### src/rtl/bow_draw_ctrl.sv
// Bow charge/release controller: converts the fire button into a bow animation frame,
// steps the frame only at vsync, and emits a one-cycle arrow launch pulse carrying the charge power.
module bow_draw_ctrl #(
    parameter int NUM_FRAMES     = 6,
    parameter int TICKS_PER_STEP = 4,
    parameter int COOLDOWN_TICKS = 15
) (
    input  logic       vga_clk,
    input  logic       reset_n,
    input  logic       vs,
    input  logic       fire_btn,
    input  logic       game_active,
    output logic [2:0] bow_frame,
    output logic       arrow_fire,
    output logic [2:0] arrow_power,
    output logic [7:0] arrows_fired,
    output logic       drawing
);
    localparam int STEP_W = (TICKS_PER_STEP > 1) ? $clog2(TICKS_PER_STEP) : 1;
    localparam int COOL_W = (COOLDOWN_TICKS > 1) ? $clog2(COOLDOWN_TICKS) : 1;
    localparam logic [2:0]        MAX_LEVEL = 3'(NUM_FRAMES - 1);
    localparam logic [STEP_W-1:0] STEP_LAST = STEP_W'(TICKS_PER_STEP - 1);
    localparam logic [COOL_W-1:0] COOL_LAST = COOL_W'(COOLDOWN_TICKS - 1);

    typedef enum logic [2:0] {IDLE, DRAW, FULL, RELEASE, COOLDOWN} state_t;

    state_t            state_reg, state_next;
    logic [2:0]        draw_level_reg, draw_level_next;
    logic [STEP_W-1:0] step_cnt_reg, step_cnt_next;
    logic [COOL_W-1:0] cool_cnt_reg, cool_cnt_next;
    logic              btn_meta_reg, btn_s_reg, btn_d_reg;
    logic [1:0]        sync_fill_reg;
    logic              btn_armed_reg;
    logic              vs_d_reg;
    logic              press, release_evt, tick;
    logic              fire_next, drawing_next;

    // A press only counts once the synchronizer has seen the button low after reset,
    // so a button held through reset cannot start a draw.
    assign press       = btn_s_reg & ~btn_d_reg & btn_armed_reg;
    assign release_evt = ~btn_s_reg & btn_d_reg;
    assign tick        = vs_d_reg & ~vs;

    always_ff @(posedge vga_clk or negedge reset_n) begin
        if (!reset_n) begin
            btn_meta_reg  <= 1'b0;
            btn_s_reg     <= 1'b0;
            btn_d_reg     <= 1'b0;
            sync_fill_reg <= 2'b00;
            btn_armed_reg <= 1'b0;
            vs_d_reg      <= 1'b0;
        end else begin
            btn_meta_reg  <= fire_btn;
            btn_s_reg     <= btn_meta_reg;
            btn_d_reg     <= btn_s_reg;
            sync_fill_reg <= {sync_fill_reg[0], 1'b1};
            if (sync_fill_reg[1] && !btn_s_reg)
                btn_armed_reg <= 1'b1;
            vs_d_reg      <= vs;
        end
    end

    always_comb begin
        state_next      = state_reg;
        draw_level_next = draw_level_reg;
        step_cnt_next   = step_cnt_reg;
        cool_cnt_next   = cool_cnt_reg;
        if (!game_active) begin
            state_next      = IDLE;
            draw_level_next = 3'd0;
            step_cnt_next   = '0;
            cool_cnt_next   = '0;
        end else begin
            case (state_reg)
                IDLE: begin
                    draw_level_next = 3'd0;
                    if (press) begin
                        state_next    = DRAW;
                        step_cnt_next = '0;
                    end
                end
                DRAW, FULL: begin
                    // Release takes priority over a coincident tick: power is the pre-tick level.
                    if (release_evt) begin
                        state_next = (draw_level_reg != 3'd0) ? RELEASE : IDLE;
                    end else if (state_reg == DRAW && tick) begin
                        if (step_cnt_reg == STEP_LAST) begin
                            step_cnt_next   = '0;
                            draw_level_next = draw_level_reg + 3'd1;
                            if (draw_level_reg + 3'd1 == MAX_LEVEL)
                                state_next = FULL;
                        end else begin
                            step_cnt_next = step_cnt_reg + 1'b1;
                        end
                    end
                end
                RELEASE: begin
                    state_next    = COOLDOWN;
                    cool_cnt_next = '0;
                end
                COOLDOWN: begin
                    if (tick) begin
                        if (cool_cnt_reg == COOL_LAST) begin
                            state_next      = IDLE;
                            cool_cnt_next   = '0;
                            draw_level_next = 3'd0;
                        end else begin
                            cool_cnt_next = cool_cnt_reg + 1'b1;
                        end
                    end
                end
                default: begin
                    state_next      = IDLE;
                    draw_level_next = 3'd0;
                end
            endcase
        end
    end

    assign fire_next    = (state_reg == RELEASE) && game_active;
    assign drawing_next = (state_next == DRAW) || (state_next == FULL);

    always_ff @(posedge vga_clk or negedge reset_n) begin
        if (!reset_n) begin
            state_reg      <= IDLE;
            draw_level_reg <= 3'd0;
            step_cnt_reg   <= '0;
            cool_cnt_reg   <= '0;
            bow_frame      <= 3'd0;
            arrow_fire     <= 1'b0;
            arrow_power    <= 3'd0;
            arrows_fired   <= 8'd0;
            drawing        <= 1'b0;
        end else begin
            state_reg      <= state_next;
            draw_level_reg <= draw_level_next;
            step_cnt_reg   <= step_cnt_next;
            cool_cnt_reg   <= cool_cnt_next;
            // Frame only changes at vsync so the sprite never tears mid-scan.
            if (tick)
                bow_frame <= drawing_next ? draw_level_next : 3'd0;
            arrow_fire     <= fire_next;
            arrow_power    <= fire_next ? draw_level_reg : 3'd0;
            arrows_fired   <= arrows_fired + {7'd0, fire_next};
            drawing        <= drawing_next;
        end
    end
endmodule

### config.mk
export PLATFORM = sky130hd
export DESIGN_NAME = bow_draw_ctrl
export DESIGN_NICKNAME = d
export VERILOG_FILES = /design/src/rtl/bow_draw_ctrl.sv
export SDC_FILE = /design/constraint.sdc
export NUM_CORES = 1
export LEC_CHECK = 0
export ABC_CLOCK_PERIOD_IN_PS = 2200
export CAP_MARGIN = 0
export CELL_PAD_IN_SITES_DETAIL_PLACEMENT = 0
export CELL_PAD_IN_SITES_GLOBAL_PLACEMENT = 1
export CORE_UTILIZATION = 51
export CTS_BUF_LIST = sky130_fd_sc_hd__clkbuf_8
export CTS_CLUSTER_DIAMETER = 200
export CTS_CLUSTER_SIZE = 28
export DETAILED_ROUTE_END_ITERATION = 7
export DONT_BUFFER_PORTS = 1
export GPL_ROUTABILITY_DRIVEN = 0
export GPL_TIMING_DRIVEN = 0
export PLACE_DENSITY = 0.76
export SETUP_SLACK_MARGIN = 0.05
export SYNTH_ARGS = -nofsm -noshare
export SYNTH_HDL_FRONTEND = slang
export SYNTH_SLANG_ARGS = --single-unit
### constraint.sdc
create_clock -name vga_clk -period 2.2 [get_ports vga_clk]
set_input_delay 0.22 -clock vga_clk [delete_from_list [all_inputs] [get_ports vga_clk]]
set_output_delay 0.22 -clock vga_clk [all_outputs]
set_load 0.05 [all_outputs]
Word-level counts from Yosys, hierarchy flattened:

Cells that the tools add are included.

* bits in registers: 35
* bits of input ports: 5
* output and inout port bits: 16
* logic and storage cells: 80

* add/sub/neg operators: 4
* eq/ne operators: 15
* multiplexer cells: 29
* bitwise operators: 7
* reduce and logical (&&, ||, !) cells: 10

Operator list (number)
* 2-to-1 mux 3 bit: 16
* 2-to-1 mux 2 bit: 6
* 2-to-1 mux 4 bit: 3
* inequality test 3 bit (second input constant): 4
* one-hot mux 3 bit (4 select lines): 1
* equality test 3 x 2 -> 1 bit (second input constant): 3
* one-hot mux 3 bit (3 select lines): 1
* adder 8 x 1 -> 8 bit: 1
* one-hot mux 4 bit (2 select lines): 1
* equality test 3 x 1 -> 1 bit (second input constant): 2
* equality test 3 bit (second input constant): 2
* inequality test 3 x 1 -> 1 bit (second input constant): 2
* adder 4 x 1 -> 4 bit (second input constant): 1
* AND 1 bit: 4
* equality test 4 bit (second input constant): 1
* one-hot mux 2 bit (2 select lines): 1
* AND reduction 4 bit: 1
* adder 3 x 1 -> 3 bit (second input constant): 1
* logical AND 1 bit: 3
* zero test 3 bit: 1
* inverter 1 bit: 3
* nonzero test 3 bit: 1
* adder 2 x 1 -> 2 bit (second input constant): 1
* equality test 2 bit (second input constant): 1
* other kinds (4): 4

Logic depth before layout (Yosys ltp):

* word-level depth: 11
* gate-level depth with buffers: 8
* depth with buffers taken out: 8

Least setup slack after synthesis:

No wires, ideal clock.

* kind: register to register
* start: register state_reg[2]
* end: register arrows_fired[7]
* setup time: 0.140 ns
* arrival time: 1.812 ns
* required time: 2.060 ns
* slack: 0.248 ns
* stages on the path, launching flop included: 8
* path buffers: 0
* clock period less this slack: 1.952 ns
* path through: dfrtp_1 > and2b_4 > and3_1 > ha_1 > and3_1 > nand3_1 > or2_2 > xnor2_1

* word-level cells in the longest chain between the ends: 3

RTL lines
* start: declaration: RTL line 27 `state_t state_reg, state_next;`
* start signal: assignment: RTL line 135 `state_reg <= state_next;`
* equality test 3 x 2 -> 1 bit: RTL line 120 `assign fire_next = (state_reg == RELEASE) && game_active;`
* logical AND 1 bit: RTL line 120
* net fire_next: RTL line 36 `logic fire_next, drawing_next;`
* adder 8 x 1 -> 8 bit: RTL line 144 `arrows_fired <= arrows_fired + {7'd0, fire_next};`
* end signal: assignment: RTL line 144
* end: declaration: RTL line 16 `output logic [7:0] arrows_fired,`

The timed path passes the listed nets, and every way through them passes these cells.
A chain may end at the register's enable or synchronous reset.

Final worst setup path:

* start: register state_reg[0]
* end: register arrows_fired[7]

Same word-level chain as after synthesis.

==> out/results.tsv <==
stage	metric	value	unit
global_routing	grt_max_degree	36	
placement	io_buffers	0	
setup_path	slowest_delay	0.47	ns
sta	period_share	92.1	%
power	ir_drop	0.322	mV
clock_tree	cts_max_level	2	
sta	slew_headroom	61.9	%
yosys	syn_nets	162	
yosys	ys_top_cells_by_area	dfrtp_1 (54%), ha_1 (6.2%), nand2_1 (4.6%)	
setup_path	crit_path_end_kind	register	
yosys	synth_top_area_cell	dfrtp_1	
power	totalPowerFinal	1.17	mW
yosys	synth_top_area_share	54.2	%
setup_path	startpoint_type	register	
sta	grt_setup_unrepaired	false	
setup_path	crit_fanout	7	
clock_tree	clk_latency	0.29	ns
finish	largest_register_ffs	8	
finish	regArea	877	sq um
finish	diodes	0	
route	postRouteWirelength	2700	microns
power	p_per_area	644	nW/um^2
sta	finalHoldViolCount	0	
setup_path	crit_slowest_cell	dfrtp_1	
route	dr.pass1.iters	4	
finish	finalNetCount	174	
yosys	yosysWarnings	0	
sta	setup_slack	0.174	ns
clock_tree	cts_tree	yes	
sta	setup_violations	0	
placement	dp_hpwl	1970	microns
floorplan	die_y	58.3	microns
yosys	yosysUniqueCellTypes	36	
clock_tree	clkTransAtPathRegs	0.07	ns
floorplan	core	3030	sq um
sta	final.setup.tns	0	ns
floorplan	io_pins	21	
power	p_leak	0.885	nW
flow_run	maxCapViolCount	0	
global_routing	grt_overflow	0	
global_routing	grtUsageTotal	18.6	%
clock_tree	cts_buffers	5	
sta	worst_pin_slew	0.572	ns
yosys	ys_ff_latch	35	
yosys	syn_area	1620	sq um
finish	final_cells	206	
sta	max_freq	0.494	GHz
route	routed-via-count	1078	
placement	post-place-ws	0.0503	ns
setup_path	worstPathArrival	2.17	ns
finish	drive_gt1_share	11.7	%
yosys	synthTopCellsByCount	dfrtp_1 (35), nand2_1 (20), nand3_1 (10)	
yosys	synthArstFlopShare	100	%
yosys	synthCells	149	
yosys	synth_edf_count	0	
floorplan	initial_utilization	53.4	%
floorplan	rows	20	
route	drtIter0Drc	28	
global_routing	grt_pass1_wl	4640	microns
yosys	synth.most_common_cell	dfrtp_1	
sta	skew	0.00635	ns
setup_path	path_cells	and2b_4 > and3_2 > ha_1 > and3_1 > nand3_1 > or2_2 > xnor2_1	
route	vias_per_cell	5.23	
setup_path	cp.required	2.35	ns
route	drc	0	
setup_path	path_class	register to register	
outcome	status	finished clean	
route	routedWlPerCell	13.1	microns
sta	period_minus_slack	2.03	ns
worst_hold_path	hold_path_class	primary input to register	
yosys	yosysSeqAreaShare	54.2	%
sta	slew_violations	0	
yosys	synth_ff_type	dfrtp_1	
global_routing	antenna_found_initial	0	
clock_tree	cts_root_buffer	clkbuf_8	
route	ant_nets	0	
yosys	syn_area_per_cell	10.8	sq um
placement	dp.cells	193	
finish	n_fill_cell	252	
clock_tree	clkSinkCount	35	
clock_tree	clockBufferDepth	2	
floorplan	design.die.area	3400	sq um
floorplan	die_w	58.3	microns
finish	multi_input_area	689	sq um
finish	area_growth_syn_to_layout	12.2	%
global_routing	grt_pass1_vias	1061	
## metrics by stage
step	hold WS [ns]	cell area [sq um]	util (%)
after floorplan	-0.0756	1620	-
after global placement	-0.0750	1670	55.2
after detailed placement	-0.0750	1670	55.2
after CTS	0.0896	1800	59.6
after global routing	0.0879	1810	59.9
final	0.0962	1810	59.9
## final timing paths
kind	from	endpoint	slack [ns]	cells after the start
max in group asynchronous	reset_n	state_reg[2]$_DFF_PN0_	1.62	2
max reg2reg	state_reg[0]$_DFF_PN0_	arrows_fired[7]$_DFF_PN0_	0.17	7
min in group asynchronous	reset_n	arrow_fire$_DFF_PN0_	0.39	2
min reg2reg	btn_meta_reg$_DFF_PN0_	btn_s_reg$_DFF_PN0_	0.35	0
min	game_active	state_reg[0]$_DFF_PN0_	0.1	2
max	state_reg[0]$_DFF_PN0_	arrows_fired[7]$_DFF_PN0_	0.17	7
## critical path: cells and delay by family, from the launching register on
family	cells	cell delay (ns)
XOR/XNOR	1	0.13
adder cells (fa/ha/maj)	1	0.20
flip-flops	1	0.47
AND/OR/NAND/NOR	5	1.08
## timing repair
| item | 4_1_cts | 5_1_grt |
|---|---|---|
| hold buffers | 4 | 0 |
| setup endpoints to repair | 1 | 2 |
| hold endpoints to repair | 37 | 0 |
| buffers inserted | 0 | 1 |
| resized for setup | 1 | 1 |
## area by class of cell
class                           instances  share of cell area, %
Sequential cell                        35                   48.4
Multi-Input combinational cell        102                   38.0
Clock buffer                            5                   3.80
Timing Repair Buffer                    5                   3.17
Tap cell                               44                   3.04
Inverter                                9                   1.86
Buffer                                  3                   1.04
Clock inverter                          3                  0.690
## per-layer routing
| layer | vias to the layer above | share of wire (%) | routed length [microns] | global-route usage [%] |
|---|---|---|---|---|
| li1 | 529 | - | - | - |
| met1 | 519 | 46 | 1230 | 21.0 |
| met2 | 22 | 48 | 1290 | 30.9 |
| met3 | 8 | 4.0 | 107 | 6.59 |
| met4 | 0 | 2.7 | 72 | 10.2 |
| met5 | - | 0 | 0 | 0 |
## logic make-up after synthesis
logic type,Yosys count,share of synthesized area [%]
AO/OA/AOI/OAI,21,9.75
XOR/XNOR,9,4.88
adder cells (fa/ha/maj),8,6.19
buffers and inverters,12,3.25
flip-flops,35,54.2
multiplexers,1,0.619
other,1,0.232
AND/OR/NAND/NOR,62,20.9
## report_power, final
group	switching, mW	internal (mW)
Combinational	0.0431	0.0250
Sequential	0.0179	0.655
Clock	0.214	0.212
Total	0.275	0.892
## layout by cell type, fill, tap and decap left out, types with 2 or more instances in the layout
master and count:
ha_1 8, clkbuf_1 2, clkbuf_8 5, and2_1 4, and3_1 2, inv_1 11, nor2_1 8, o31ai_1 4
nand4_1 3, o21ai_1 2, dfrtp_1 34, dlygate4sd3_1 3, a21o_1 3, xor2_1 3, xnor2_1 6, nand2b_1 4
o21ai_0 6, nand3_1 10, nand2_1 20
Note: power is estimated with default switching activity, not from simulation.
